===== config.mk =====
export PLATFORM = sky130hd
export DESIGN_NAME = powerup_scheduler_flat
export DESIGN_NICKNAME = d
export VERILOG_FILES = /design/src/rtl/powerup_scheduler_if.sv /design/src/rtl/powerup_scheduler.sv /design/src/flat_wrapper.sv
export SDC_FILE = /design/constraint.sdc
export NUM_CORES = 1
export LEC_CHECK = 0
export CORE_MARGIN = 1
export CORE_UTILIZATION = 28
export DETAILED_ROUTE_END_ITERATION = 8
export GPL_TIMING_DRIVEN = 0
export MAX_ROUTING_LAYER = met4
export PLACE_DENSITY = 0.49
export SLEW_MARGIN = 5
export SYNTH_ARGS = -nofsm -noshare
export SYNTH_HDL_FRONTEND = slang
export SYNTH_SLANG_ARGS = --single-unit

===== constraint.sdc =====
create_clock -name frame_clk -period 3.05 [get_ports frame_clk]
set_clock_uncertainty 0.2 [all_clocks]
set_input_delay 0.61 -clock frame_clk [delete_from_list [all_inputs] [get_ports frame_clk]]
set_output_delay 0.61 -clock frame_clk [all_outputs]
set_load 0.02 [all_outputs]

===== src/rtl/powerup_scheduler_if.sv =====
// Power-up scheduler bundle: game state, selector flags and pickup in,
// spawn request, field display and effect status out.
interface powerup_scheduler_if;
   logic       game_active;
   logic [3:0] LFSR_interval;
   logic       pickup;
   logic       speedup;
   logic       extralife;
   logic       shootfaster;
   logic       doublescore;
   logic       generate_powerup;
   logic       powerup_visible;
   logic       powerup_blink;
   logic       speed_active;
   logic       shoot_active;
   logic       double_active;
   logic       add_life;

   modport master (
      output game_active, LFSR_interval, pickup,
             speedup, extralife, shootfaster, doublescore,
      input  generate_powerup, powerup_visible, powerup_blink,
             speed_active, shoot_active, double_active, add_life
   );

   modport slave (
      input  game_active, LFSR_interval, pickup,
             speedup, extralife, shootfaster, doublescore,
      output generate_powerup, powerup_visible, powerup_blink,
             speed_active, shoot_active, double_active, add_life
   );
endinterface


===== src/rtl/powerup_scheduler.sv =====
// Per-frame power-up sequencer: spawn timing, field lifetime with blink,
// pickup handling and independent effect duration timers.
module powerup_scheduler #(
   parameter int SPAWN_BASE  = 300,
   parameter int SPAWN_STEP  = 30,
   parameter int FIELD_TIME  = 600,
   parameter int BLINK_TIME  = 120,
   parameter int EFFECT_TIME = 480,
   parameter int CNT_W       = 12
) (
   input  logic               frame_clk,
   input  logic               Reset,
   powerup_scheduler_if.slave bus
);
   typedef enum logic [1:0] {IDLE, WAIT, SPAWN, FIELD} state_e;

   localparam logic [CNT_W-1:0] ZERO     = '0;
   localparam logic [CNT_W-1:0] ONE      = CNT_W'(1);
   localparam logic [CNT_W-1:0] FIELD_T  = CNT_W'(FIELD_TIME);
   localparam logic [CNT_W-1:0] BLINK_T  = CNT_W'(BLINK_TIME);
   localparam logic [CNT_W-1:0] EFFECT_T = CNT_W'(EFFECT_TIME);

   state_e           state_q, state_d;
   logic [CNT_W-1:0] spawn_cnt_q, spawn_cnt_d;
   logic [CNT_W-1:0] field_cnt_q, field_cnt_d;
   logic [CNT_W-1:0] speed_cnt_q, speed_cnt_d;
   logic [CNT_W-1:0] shoot_cnt_q, shoot_cnt_d;
   logic [CNT_W-1:0] dbl_cnt_q, dbl_cnt_d;
   logic             life_d;
   logic             gen_q, vis_q, blink_q, life_q;
   logic             speed_q, shoot_q, dbl_q;
   logic [CNT_W-1:0] n_raw, n_load;
   logic             take;

   function automatic logic [CNT_W-1:0] dec(input logic [CNT_W-1:0] v);
      return (v == ZERO) ? ZERO : v - ONE;
   endfunction

   assign n_raw  = CNT_W'(SPAWN_BASE)
                 + CNT_W'(bus.LFSR_interval) * CNT_W'(SPAWN_STEP);
   assign n_load = (n_raw == ZERO) ? ONE : n_raw;
   assign take   = (state_q == FIELD) && bus.pickup;

   always_comb begin
      state_d     = state_q;
      spawn_cnt_d = dec(spawn_cnt_q);
      field_cnt_d = dec(field_cnt_q);
      speed_cnt_d = dec(speed_cnt_q);
      shoot_cnt_d = dec(shoot_cnt_q);
      dbl_cnt_d   = dec(dbl_cnt_q);
      life_d      = take && bus.extralife;
      unique case (state_q)
         IDLE: begin
            if (bus.game_active) begin
               state_d     = WAIT;
               spawn_cnt_d = n_load;
            end
         end
         WAIT: begin
            if (spawn_cnt_q <= ONE) state_d = SPAWN;
         end
         SPAWN: begin
            state_d     = FIELD;
            field_cnt_d = FIELD_T;
         end
         FIELD: begin
            // pickup takes priority over expiry on the last field frame
            if (take || field_cnt_q <= ONE) begin
               state_d     = WAIT;
               spawn_cnt_d = n_load;
               field_cnt_d = ZERO;
            end
         end
      endcase
      if (take) begin
         if (bus.speedup)     speed_cnt_d = EFFECT_T;
         if (bus.shootfaster) shoot_cnt_d = EFFECT_T;
         if (bus.doublescore) dbl_cnt_d   = EFFECT_T;
      end
      // leaving the game wipes everything except an add_life already due
      if (!bus.game_active) begin
         state_d     = IDLE;
         spawn_cnt_d = ZERO;
         field_cnt_d = ZERO;
         speed_cnt_d = ZERO;
         shoot_cnt_d = ZERO;
         dbl_cnt_d   = ZERO;
      end
   end

   always_ff @(posedge frame_clk or posedge Reset) begin
      if (Reset) begin
         state_q     <= IDLE;
         spawn_cnt_q <= ZERO;
         field_cnt_q <= ZERO;
         speed_cnt_q <= ZERO;
         shoot_cnt_q <= ZERO;
         dbl_cnt_q   <= ZERO;
         gen_q       <= 1'b0;
         vis_q       <= 1'b0;
         blink_q     <= 1'b0;
         speed_q     <= 1'b0;
         shoot_q     <= 1'b0;
         dbl_q       <= 1'b0;
         life_q      <= 1'b0;
      end else begin
         state_q     <= state_d;
         spawn_cnt_q <= spawn_cnt_d;
         field_cnt_q <= field_cnt_d;
         speed_cnt_q <= speed_cnt_d;
         shoot_cnt_q <= shoot_cnt_d;
         dbl_cnt_q   <= dbl_cnt_d;
         gen_q       <= (state_d == SPAWN);
         vis_q       <= (state_d == FIELD);
         blink_q     <= (state_d == FIELD)
                     && (field_cnt_d <= BLINK_T)
                     && field_cnt_d[3];
         speed_q     <= (speed_cnt_d != ZERO);
         shoot_q     <= (shoot_cnt_d != ZERO);
         dbl_q       <= (dbl_cnt_d != ZERO);
         life_q      <= life_d;
      end
   end

   assign bus.generate_powerup = gen_q;
   assign bus.powerup_visible  = vis_q;
   assign bus.powerup_blink    = blink_q;
   assign bus.speed_active     = speed_q;
   assign bus.shoot_active     = shoot_q;
   assign bus.double_active    = dbl_q;
   assign bus.add_life         = life_q;
endmodule


===== src/flat_wrapper.sv =====
// flat-port wrapper written by rule: the top's interface ports become plain ports
module powerup_scheduler_flat 
#(
   parameter int SPAWN_BASE  = 300,
   parameter int SPAWN_STEP  = 30,
   parameter int FIELD_TIME  = 600,
   parameter int BLINK_TIME  = 120,
   parameter int EFFECT_TIME = 480,
   parameter int CNT_W       = 12
)
  (frame_clk, Reset, bus_game_active, bus_LFSR_interval, bus_pickup, bus_speedup, bus_extralife, bus_shootfaster, bus_doublescore, bus_generate_powerup, bus_powerup_visible, bus_powerup_blink, bus_speed_active, bus_shoot_active, bus_double_active, bus_add_life);
  powerup_scheduler_if bus_i ();
  input  logic frame_clk;
  input  logic Reset;
  input wire logic [$bits(bus_i.game_active)-1:0] bus_game_active;
  input wire logic [$bits(bus_i.LFSR_interval)-1:0] bus_LFSR_interval;
  input wire logic [$bits(bus_i.pickup)-1:0] bus_pickup;
  input wire logic [$bits(bus_i.speedup)-1:0] bus_speedup;
  input wire logic [$bits(bus_i.extralife)-1:0] bus_extralife;
  input wire logic [$bits(bus_i.shootfaster)-1:0] bus_shootfaster;
  input wire logic [$bits(bus_i.doublescore)-1:0] bus_doublescore;
  output wire logic [$bits(bus_i.generate_powerup)-1:0] bus_generate_powerup;
  output wire logic [$bits(bus_i.powerup_visible)-1:0] bus_powerup_visible;
  output wire logic [$bits(bus_i.powerup_blink)-1:0] bus_powerup_blink;
  output wire logic [$bits(bus_i.speed_active)-1:0] bus_speed_active;
  output wire logic [$bits(bus_i.shoot_active)-1:0] bus_shoot_active;
  output wire logic [$bits(bus_i.double_active)-1:0] bus_double_active;
  output wire logic [$bits(bus_i.add_life)-1:0] bus_add_life;
  assign bus_i.game_active = bus_game_active;
  assign bus_i.LFSR_interval = bus_LFSR_interval;
  assign bus_i.pickup = bus_pickup;
  assign bus_i.speedup = bus_speedup;
  assign bus_i.extralife = bus_extralife;
  assign bus_i.shootfaster = bus_shootfaster;
  assign bus_i.doublescore = bus_doublescore;
  assign bus_generate_powerup = bus_i.generate_powerup;
  assign bus_powerup_visible = bus_i.powerup_visible;
  assign bus_powerup_blink = bus_i.powerup_blink;
  assign bus_speed_active = bus_i.speed_active;
  assign bus_shoot_active = bus_i.shoot_active;
  assign bus_double_active = bus_i.double_active;
  assign bus_add_life = bus_i.add_life;
  powerup_scheduler #(.SPAWN_BASE(SPAWN_BASE), .SPAWN_STEP(SPAWN_STEP), .FIELD_TIME(FIELD_TIME), .BLINK_TIME(BLINK_TIME), .EFFECT_TIME(EFFECT_TIME), .CNT_W(CNT_W)) u_core (.frame_clk(frame_clk), .Reset(Reset), .bus(bus_i));
endmodule

* Word-level counts from Yosys, hierarchy flattened
Index checks and enable logic that the tools add are counted.
** Operators by class
- Add/subtract/negate cells :: 6
- $mul :: 1
- $lt $le $gt $ge :: 3
- Eq/ne operators :: 5
- Multiplexer cells :: 25
- Reduce and logical (&&, ||, !) cells :: 15
** Operators by type and width (number)
- $mux 12 :: 19
- $logic_not 12->1 :: 6
- $sub 12x1->12 const B :: 5
- $pmux 12 s2 :: 2
- $reduce_bool 12->1 :: 3
- $le 12x1->1 const B :: 2
- $le 12x7->1 const B :: 1
- $add 9x9->10 const A :: 1
- $eq 2x2->1 const B :: 4
- $mul 4x4->8 const B :: 1
- $pmux 2 s4 :: 1
- $mux 2 :: 3
- $logic_and 1x1->1 :: 4
- $eq 2x1->1 const B :: 1
- $logic_not 2->1 :: 1
- $logic_or 1x1->1 :: 1
** Storage, ports and cells
- Register bits after elaboration :: 69
- Output and inout bits :: 7
- Logic and storage cells :: 68

* Depth between registers and ports, before layout
Gate-level depths: netlist of run 1.
- Depth in word-level cells :: 9
- Depth in mapped cells :: 11
- Gate-level depth less buffers :: 11

* Worst setup path after synthesis of run 1
OpenSTA, ideal clock, no wires.
- Path type :: in2reg
- Start point :: in bus_LFSR_interval[0]
- End point :: reg u_core.spawn_cnt_q[8]
- Library setup time :: 139 ps
- Arrival time :: 3081 ps
- Required time :: 2711 ps
- Setup slack :: -370 ps
- Stages on the path :: 11
- Cells stage by stage :: fa_1 > inv_1 > fa_1 > inv_1 > fa_1 > xor2_1 > a21oi_1 > nor3_1 > nand2_1 > xnor2_1 > o32ai_1
** On the way
- Longest elaborated chain between the ends :: 7
** RTL lines
- start, declared :: RTL line flat_wrapper.sv:16 : input wire logic [$bits(bus_i.LFSR_interval)-1:0] bus_LFSR_interval;
- $mul 4x4->8 * :: RTL line powerup_scheduler.sv:40 : + CNT_W'(bus.LFSR_interval) * CNT_W'(SPAWN_STEP);
- $add 9x9->10 * :: RTL line powerup_scheduler.sv:40
- $logic_not 12->1 :: RTL line powerup_scheduler.sv:41 : assign n_load = (n_raw == ZERO) ? ONE : n_raw;
- $mux 12 * :: RTL line powerup_scheduler.sv:41
- $mux 12 :: RTL line powerup_scheduler.sv:68 : if (take || field_cnt_q <= ONE) begin
- $pmux 12 s2 * :: RTL line powerup_scheduler.sv:52 : unique case (state_q)
- $mux 12 * :: RTL line powerup_scheduler.sv:81 : if (!bus.game_active) begin
- via u_core.spawn_cnt_d[8] :: RTL line powerup_scheduler.sv:24 : logic [CNT_W-1:0] spawn_cnt_q, spawn_cnt_d;
- end signal, assigned :: RTL line powerup_scheduler.sv:108 : spawn_cnt_q <= spawn_cnt_d;
- end, declared :: RTL line powerup_scheduler.sv:24
Mark *: on every way through the listed nets, which the timed path passes. The rest lies on a longest branch.

* Final worst setup path of run 1
- Start point :: in bus_LFSR_interval[1]
- End point :: reg u_core.spawn_cnt_q[8]
The elaborated chain is that of the path after synthesis.

==> run summary, run 1 <==
Area Overhead vs Synth: 19.20%
Synth Area in Adders: 0.1040
Max Transition Viols Final: 0
Worst path arrival time: 3.15 ns
Warnings from Yosys: 0
Drt initial violations: 195
Largest net degree at the start of global routing: 63
Critical Setup Path Class: primary input to flip-flop
Register area share after synthesis: 0.4008
Tmin final: 3.154 ns
Final cell count without fillers: 680
Synthesized area per cell: 9.406 sq um
H-tree depth: 3
Critical-path maximum fanout: 3
Top Ports: 19
DR vias: 3322
Die height: 126.0 um
Initial Util: 0.2920
RePlAce Congestion: 0.7884
Diodes inserted: 0
Post-Synthesis Cells: 458
Post-route total power: 0.005240 W
Final setup violation count: 2
FP Rows: 44
Critical path launch point type: primary input
Nets: 536
Top_reg_cell synth: dfrtp_1
WL final: 9.054 mm
Relative slew slack: 0.6726
XOR/XNOR Fraction of Synth Area: 0.1078
Clock buffer depth: 2
DIE AREA: 0.01588 sq mm
Number of synthesized flops with an enable pin: 0
Core area: 0.01475 sq mm
VDD IR-drop max: 0.2455 mV
Clock latency on the worst-skew pair: 0.33 ns
Failing checks: setup timing
Max-Cap Viols: 0
Synth Area in Compound Gates: 0.1275
Fin crit share: 1.034
Fin. Hold Viols: 0
Wire per inst: 13.31 um
Final global-route overflow total: 0
Number of nets with antenna violations after routing: 0
Dpl hpwl: 6.541 mm
Worst Path Required: 3.04 ns
Pwr per Cell Area: 1021 mW/mm^2
CTS tree: done
Port Buffer Count: 17
Cts-stage hold buffer count: 0
Vias/cell: 4.885
Post-Syn Nets: 502
Number of global-route vias before repair: 3401
Clock root cell: clkbuf_16
Share of the synthesized area in the top cell type: 0.4008
Fmax: 0.3170 GHz
Fin worst setup slack: -0.1043 ns
Slew @ Worst Pin: 0.4867 ns
Leak: 2.266 nW
Proportion of layout cells with a drive suffix above 1: 0.1310
Initial antenna violation count: 0
Seq cells post-synth: 69
Overall routing resource usage: 0.1283
CTS clock-pin slew for the worst setup and hold paths: 0.05 ns
Dpl cells: 660
Clk sinks: 69
Yosys cell types: 61
Outcome: finished with violations
DIE WIDTH: 126.0 um
Largest family of logic cells by synthesized area: simple AND/OR/NAND/NOR gates
Ys async rst share: 1.000
Mapped Area: 0.004308 sq mm
Largest area contributor in the netlist: dfrtp_1
Post-synthesis simple-gate area fraction: 0.2204
CP Capture Type: flip-flop
Global-route wire length before repair: 15.92 mm
Multiplexer area fraction after synthesis: 0
DR DRC count: 0
Top post-synthesis cells by area: dfrtp_1 (40%), ha_1 (7.8%), xnor2_1 (7.1%)
Num CTS Buffers: 9
Unrepaired setup endpoints after global routing: yes
Worst hold path type: flip-flop to flip-flop
First-pass DRT Iterations: 4
-- worst paths after layout --
path,startpoint,end,slack (ns),cells past startpoint
hold reg to reg,u_core.spawn_cnt_q[0]$_DFF_PP0_,u_core.spawn_cnt_q[0]$_DFF_PP0_,0.28,1
setup reg to reg,u_core.dbl_cnt_q[0]$_DFF_PP0_,u_core.bus.double_active$_DFF_PP0_,0.33,8
min in group asynchronous,Reset,u_core.shoot_cnt_q[7]$_DFF_PP0_,0.33,2
hold / removal,u_core.spawn_cnt_q[0]$_DFF_PP0_,u_core.spawn_cnt_q[0]$_DFF_PP0_,0.28,1
setup / recovery,bus_LFSR_interval[1],u_core.spawn_cnt_q[8]$_DFF_PP0_,-0.10,12
max in group asynchronous,Reset,u_core.spawn_cnt_q[5]$_DFF_PP0_,1.81,3
-- cells in the final DEF, fill, tap and decap left out, types with 3 or more instances in the layout --
cell,instances
inv_1,29
and3_1,4
nand4_1,3
fa_1,4
o21ai_0,21
nor3_2,4
nor4_1,9
clkbuf_16,9
ha_1,25
o21ai_1,3
nand2b_1,5
or4_1,4
dfrtp_1,69
nor3b_1,6
a41oi_1,3
nand2_1,25
xnor2_1,32
nor2b_1,4
a21oi_1,16
or3_1,6
buf_2,5
xor2_1,16
buf_4,6
or2_2,4
nor3_1,16
o21bai_1,3
a31o_2,4
clkdlybuf4s50_1,13
nor2_1,64
xnor2_2,3
o22ai_1,3
o32ai_1,5
clkbuf_1,7
nand3b_1,5
a21oi_2,3
nand3_1,5
-- repair_timing --
| item | in CTS | in global routing |
|---|---|---|
| pin swaps | 16 | 3 |
| setup endpoints to repair | 6 | 4 |
| buffers inserted | 4 | 1 |
| gates resized for setup | 28 | 5 |
-- report_power, final --
part / total, W / switching, W / internal (W)
clock: 0.000931 / 0.000366 / 0.000565
combinational: 0.00273 / 0.00146 / 0.00127
sequential: 0.00158 / 0.000347 / 0.00123
-- flip-flops by register name, indices dropped and copies added (netlist names) --
name,cells
u_core.dbl_cnt_q,12
u_core.field_cnt_q,12
u_core.shoot_cnt_q,12
u_core.spawn_cnt_q,12
u_core.speed_cnt_q,12
u_core.state_q,2
u_core.bus.add_life,1
u_core.bus.double_active,1
u_core.bus.generate_powerup,1
u_core.bus.powerup_blink,1
u_core.bus.powerup_visible,1
u_core.bus.shoot_active,1
u_core.bus.speed_active,1
-- synth_stat cells (5+ instances only) --
library cell  count
nor3b_1           6
ha_1             27
nor2_1           65
inv_1            31
nor3_1           17
xor2_1           18
o32ai_1           5
nand3_1           5
xnor2_1          35
dfrtp_1          69
nand2_1          26
nand3b_1          5
nor4_1            9
o21ai_0          22
or3_1             6
nand2b_1          5
a21oi_1          19
fa_1              5
-- through the flow --
stage | worst slack, ns | hold slack, ns | util | TNS [ns] | cell area [sq um]
after floorplan | -0.2108 | 0.2461 | - | -0.4359 | 4328
after global placement | -0.9766 | 0.2719 | 0.3205 | -56.88 | 4728
after detailed placement | -1.044 | 0.2743 | 0.3225 | -4.650 | 4758
final | -0.1043 | 0.2752 | 0.3480 | -0.2008 | 5135
after global routing | -0.2377 | 0.3072 | 0.3480 | -0.5921 | 5135
after CTS | -0.1411 | 0.2817 | 0.3458 | -0.2540 | 5102
-- area by class of cell --
class | instances | area, sq um
repair buffers | 23 | 235.2
fillers | 1486 | 9619
well taps | 184 | 230.2
multi-input cells | 348 | 2510
clock buffers | 13 | 250.2
plain buffers | 10 | 53.80
inverters | 31 | 118.9
clock inverters | 2 | 10.01
flip-flops and latches | 69 | 1727
-- worst max-delay path, cell delays in order --
cell     delay (ns)
buf_8          0.10
fa_1           0.55
inv_1          0.06
fa_1           0.51
inv_2          0.06
fa_2           0.38
a21o_1         0.20
a21oi_2        0.16
xnor2_2        0.18
nand2_2        0.11
xnor2_2        0.15
o32ai_1        0.09
-- kinds of logic after synthesis --
kind of cell,count (synthesis)
AO/OA/AOI/OAI,83
adder cells (fa/ha/maj),33
buffers and inverters,41
XOR/XNOR,53
flip-flops,69
AND/OR/NAND/NOR,179
-- per-layer routing --
| metal | track usage | up-vias | part of all wire |
|---|---|---|---|
| met5 | - | - | 0 |
| met4 | 0.05811 | 0 | 0.019 |
| met3 | 0.02506 | 12 | 0.037 |
| met2 | 0.2025 | 48 | 0.46 |
| met1 | 0.1587 | 1603 | 0.48 |
| li1 | - | 1659 | - |
Power figures use the tool's default switching activity.
==> inputs of run 2 (changes only) <==
--- a/config.mk
+++ b/config.mk
@@ -5,8 +5,10 @@
 export SDC_FILE = /design/constraint.sdc
 export NUM_CORES = 1
 export LEC_CHECK = 0
+export CAP_MARGIN = 10
 export CORE_MARGIN = 1
 export CORE_UTILIZATION = 28
+export CTS_BUF_LIST = sky130_fd_sc_hd__clkbuf_4 sky130_fd_sc_hd__clkbuf_8
 export DETAILED_ROUTE_END_ITERATION = 8
 export GPL_TIMING_DRIVEN = 0
 export MAX_ROUTING_LAYER = met4
==> run 2 against run 1 <==
Net effect:
- the run still ends with setup timing left
- combinational power is essentially flat
- count of clock-buffer cells in the layout did not move
- non-clock buffer count stayed put
- flip-flop and latch count did not move
- die area unchanged
- global-route usage is 0.17 points lower
- first-iteration DRC count down 1.0%
==> run summary, run 2 (same netlist as run 1, synthesis figures left out) <==
Top Ports: 19 (unchanged)
Dpl cells: 660 (unchanged)
Hold EP: u_core.spawn_cnt_q[0]$_DFF_PP0_
WHS Path Cells: 1 (unchanged)
Proportion of layout cells with a drive suffix above 1: 0.1371 (+0.006048)
Dpl hpwl: 6.541 mm (unchanged)
FF-to-FF path depth: 8 (unchanged)
Core area: 0.01475 sq mm (unchanged)
Hold Path Origin: u_core.spawn_cnt_q[0]$_DFF_PP0_
Final setup violation count: 2 (unchanged)
Drt initial violations: 193 (-1.0%)
Die height: 126.0 um (unchanged)
Slew @ Worst Pin: 0.4892 ns (+0.002598 ns)
CP Capture Type: flip-flop
DR DRC count: 0 (unchanged)
WL final: 9.067 mm (+0.14%)
Worst path arrival time: 3.15 ns (about the same)
Diodes inserted: 0 (unchanged)
Cts-stage hold buffer count: 0 (unchanged)
Worst hold path type: flip-flop to flip-flop
Fmax: 0.3184 GHz (+0.42%)
Final global-route overflow total: 0 (unchanged)
Overall routing resource usage: 0.1266 (-0.001703)
First-pass DRT Iterations: 4 (unchanged)
Number of nets with antenna violations after routing: 0 (unchanged)
Vias/cell: 4.865 (-0.42%)
Nets: 536 (unchanged)
FF-to-FF End: u_core.bus.double_active$_DFF_PP0_
Critical Setup Path Class: primary input to flip-flop
Area Overhead vs Synth: 17.11%
Clock root cell: clkbuf_8
Worst Path Required: 3.06 ns (+0.02 ns)
DR vias: 3308 (-0.42%)
Critical-path maximum fanout: 3 (unchanged)
Critical path launch point type: primary input
Clock latency on the worst-skew pair: 0.34 ns (about the same)
H-tree depth: 3 (unchanged)
Fin crit share: 1.030 (-0.004337)
CTS tree: done
Tmin final: 3.141 ns (-0.01323 ns)
Fin. Hold Viols: 0 (unchanged)
Relative slew slack: 0.6708 (-0.001747)
CTS clock-pin slew for the worst setup and hold paths: 0.07 ns (+0.02 ns)
Initial antenna violation count: 0 (unchanged)
Clk sinks: 69 (unchanged)
Commonest cells after routing, fill and taps aside: dfrtp_1 (69), nor2_1 (64), xnor2_1 (32)
Pwr per Cell Area: 986.9 mW/mm^2 (-3.3%)
Final cell count without fillers: 680 (unchanged)
Failing checks: setup timing
Port Buffer Count: 17 (unchanged)
Max Transition Viols Final: 0 (unchanged)
FP Rows: 44 (unchanged)
Number of global-route vias before repair: 3408 (+0.21%)
Launching point of the worst reg2reg path: u_core.dbl_cnt_q[0]$_DFF_PP0_
Fin worst setup slack: -0.09108 ns (+0.01323 ns)
Largest net degree at the start of global routing: 63 (unchanged)
RePlAce Congestion: 0.7884 (unchanged)
Max-Cap Viols: 0 (unchanged)
Unrepaired setup endpoints after global routing: yes
Initial Util: 0.2920 (unchanged)
Commonest non-fill, non-tap cell in the layout: dfrtp_1
VDD IR-drop max: 0.2652 mV (+8.0%)
Leak: 2.230 nW (-1.6%)
DIE AREA: 0.01588 sq mm (unchanged)
Global-route wire length before repair: 15.83 mm (-0.57%)
DP Worst Slack: -1.044 ns (unchanged)
Wire per inst: 13.33 um (+0.14%)
Num CTS Buffers: 9 (unchanged)
Setup slack, reg-to-reg: 0.33 ns (about the same)
Outcome: finished with violations
Clock buffer depth: 2 (unchanged)
DIE WIDTH: 126.0 um (unchanged)
run 2: cell types whose count changed in the layout (fill, tap and decap cells not counted):
| cell | delta |
|---|---|
| clkbuf_16 | -9 |
| clkbuf_4 | +3 |
| clkbuf_8 | +9 |
| clkbuf_1 | -3 |
run 2: area by class of cell:
cell class / count / area, sq um
Fill cell: 1486 / 9709
Inverter: 31 / 118.9
Timing Repair Buffer: 23 / 235.2
Clock inverter: 2 / 10.01
Tap cell: 184 / 230.2
Buffer: 10 / 53.80
Clock buffer: 13 / 160.2
Multi-Input combinational cell: 348 / 2510
Sequential cell: 69 / 1727
run 2: stage by stage:
step                area, sq um    util  total power, W  setup TNS, ns  hold slack [ns]
global route               5045  0.3419        0.005440        -0.5221           0.3106
finish                     5045  0.3419        0.004979        -0.1707           0.2779
floorplan                  4328       -        0.003669        -0.4359           0.2461
global placement           4728  0.3205        0.004165         -56.88           0.2719
CTS                        5012  0.3397        0.004992        -0.2149           0.2844
detailed placement         4758  0.3225        0.004224         -4.650           0.2743
run 2: what timing repair did:
action | 4_1_cts | 5_1_grt
gates resized for setup | 28 | 5
setup endpoints to repair | 6 | 4
buffers inserted | 4 | 1
pin swaps | 16 | 3
run 2: worst max-delay path, stage by stage:
cell,delay [ns]
buf_8,0.10
fa_1,0.55
inv_1,0.06
fa_1,0.51
inv_2,0.06
fa_2,0.38
a21o_1,0.20
a21oi_2,0.16
xnor2_2,0.18
nand2_2,0.11
xnor2_2,0.15
o32ai_1,0.09
run 2: report_power, final:
group	internal, W	switching [W]
sequential	0.00123	0.000349
clock	0.000338	0.000332
combinational	0.00127	0.00146
total	0.00284	0.00214
run 2: how the worst max path moves through the flow:
stage | startpoint | endpoint | slack, ns | cells past startpoint
2_1_floorplan | bus_LFSR_interval[0] | u_core.spawn_cnt_q[8]$_DFF_PP0_ | -0.21 | 10
3_3_place_gp | bus_LFSR_interval[2] | u_core.spawn_cnt_q[8]$_DFF_PP0_ | -0.98 | 12
3_5_place_dp | bus_LFSR_interval[2] | u_core.spawn_cnt_q[8]$_DFF_PP0_ | -1.04 | 12
4_1_cts | bus_LFSR_interval[1] | u_core.spawn_cnt_q[8]$_DFF_PP0_ | -0.12 | 12
5_1_grt | bus_LFSR_interval[0] | u_core.spawn_cnt_q[7]$_DFF_PP0_ | -0.22 | 12
6_report | bus_LFSR_interval[1] | u_core.spawn_cnt_q[8]$_DFF_PP0_ | -0.09 | 12
run 2: metal layers:
layer  track usage  vias up  wire, um
li1              -     1654         -
met1        0.1568     1605      4475
met2        0.2038       37      4213
met3       0.01742       12       214
met4       0.06024        0       164
met5             -        -         0
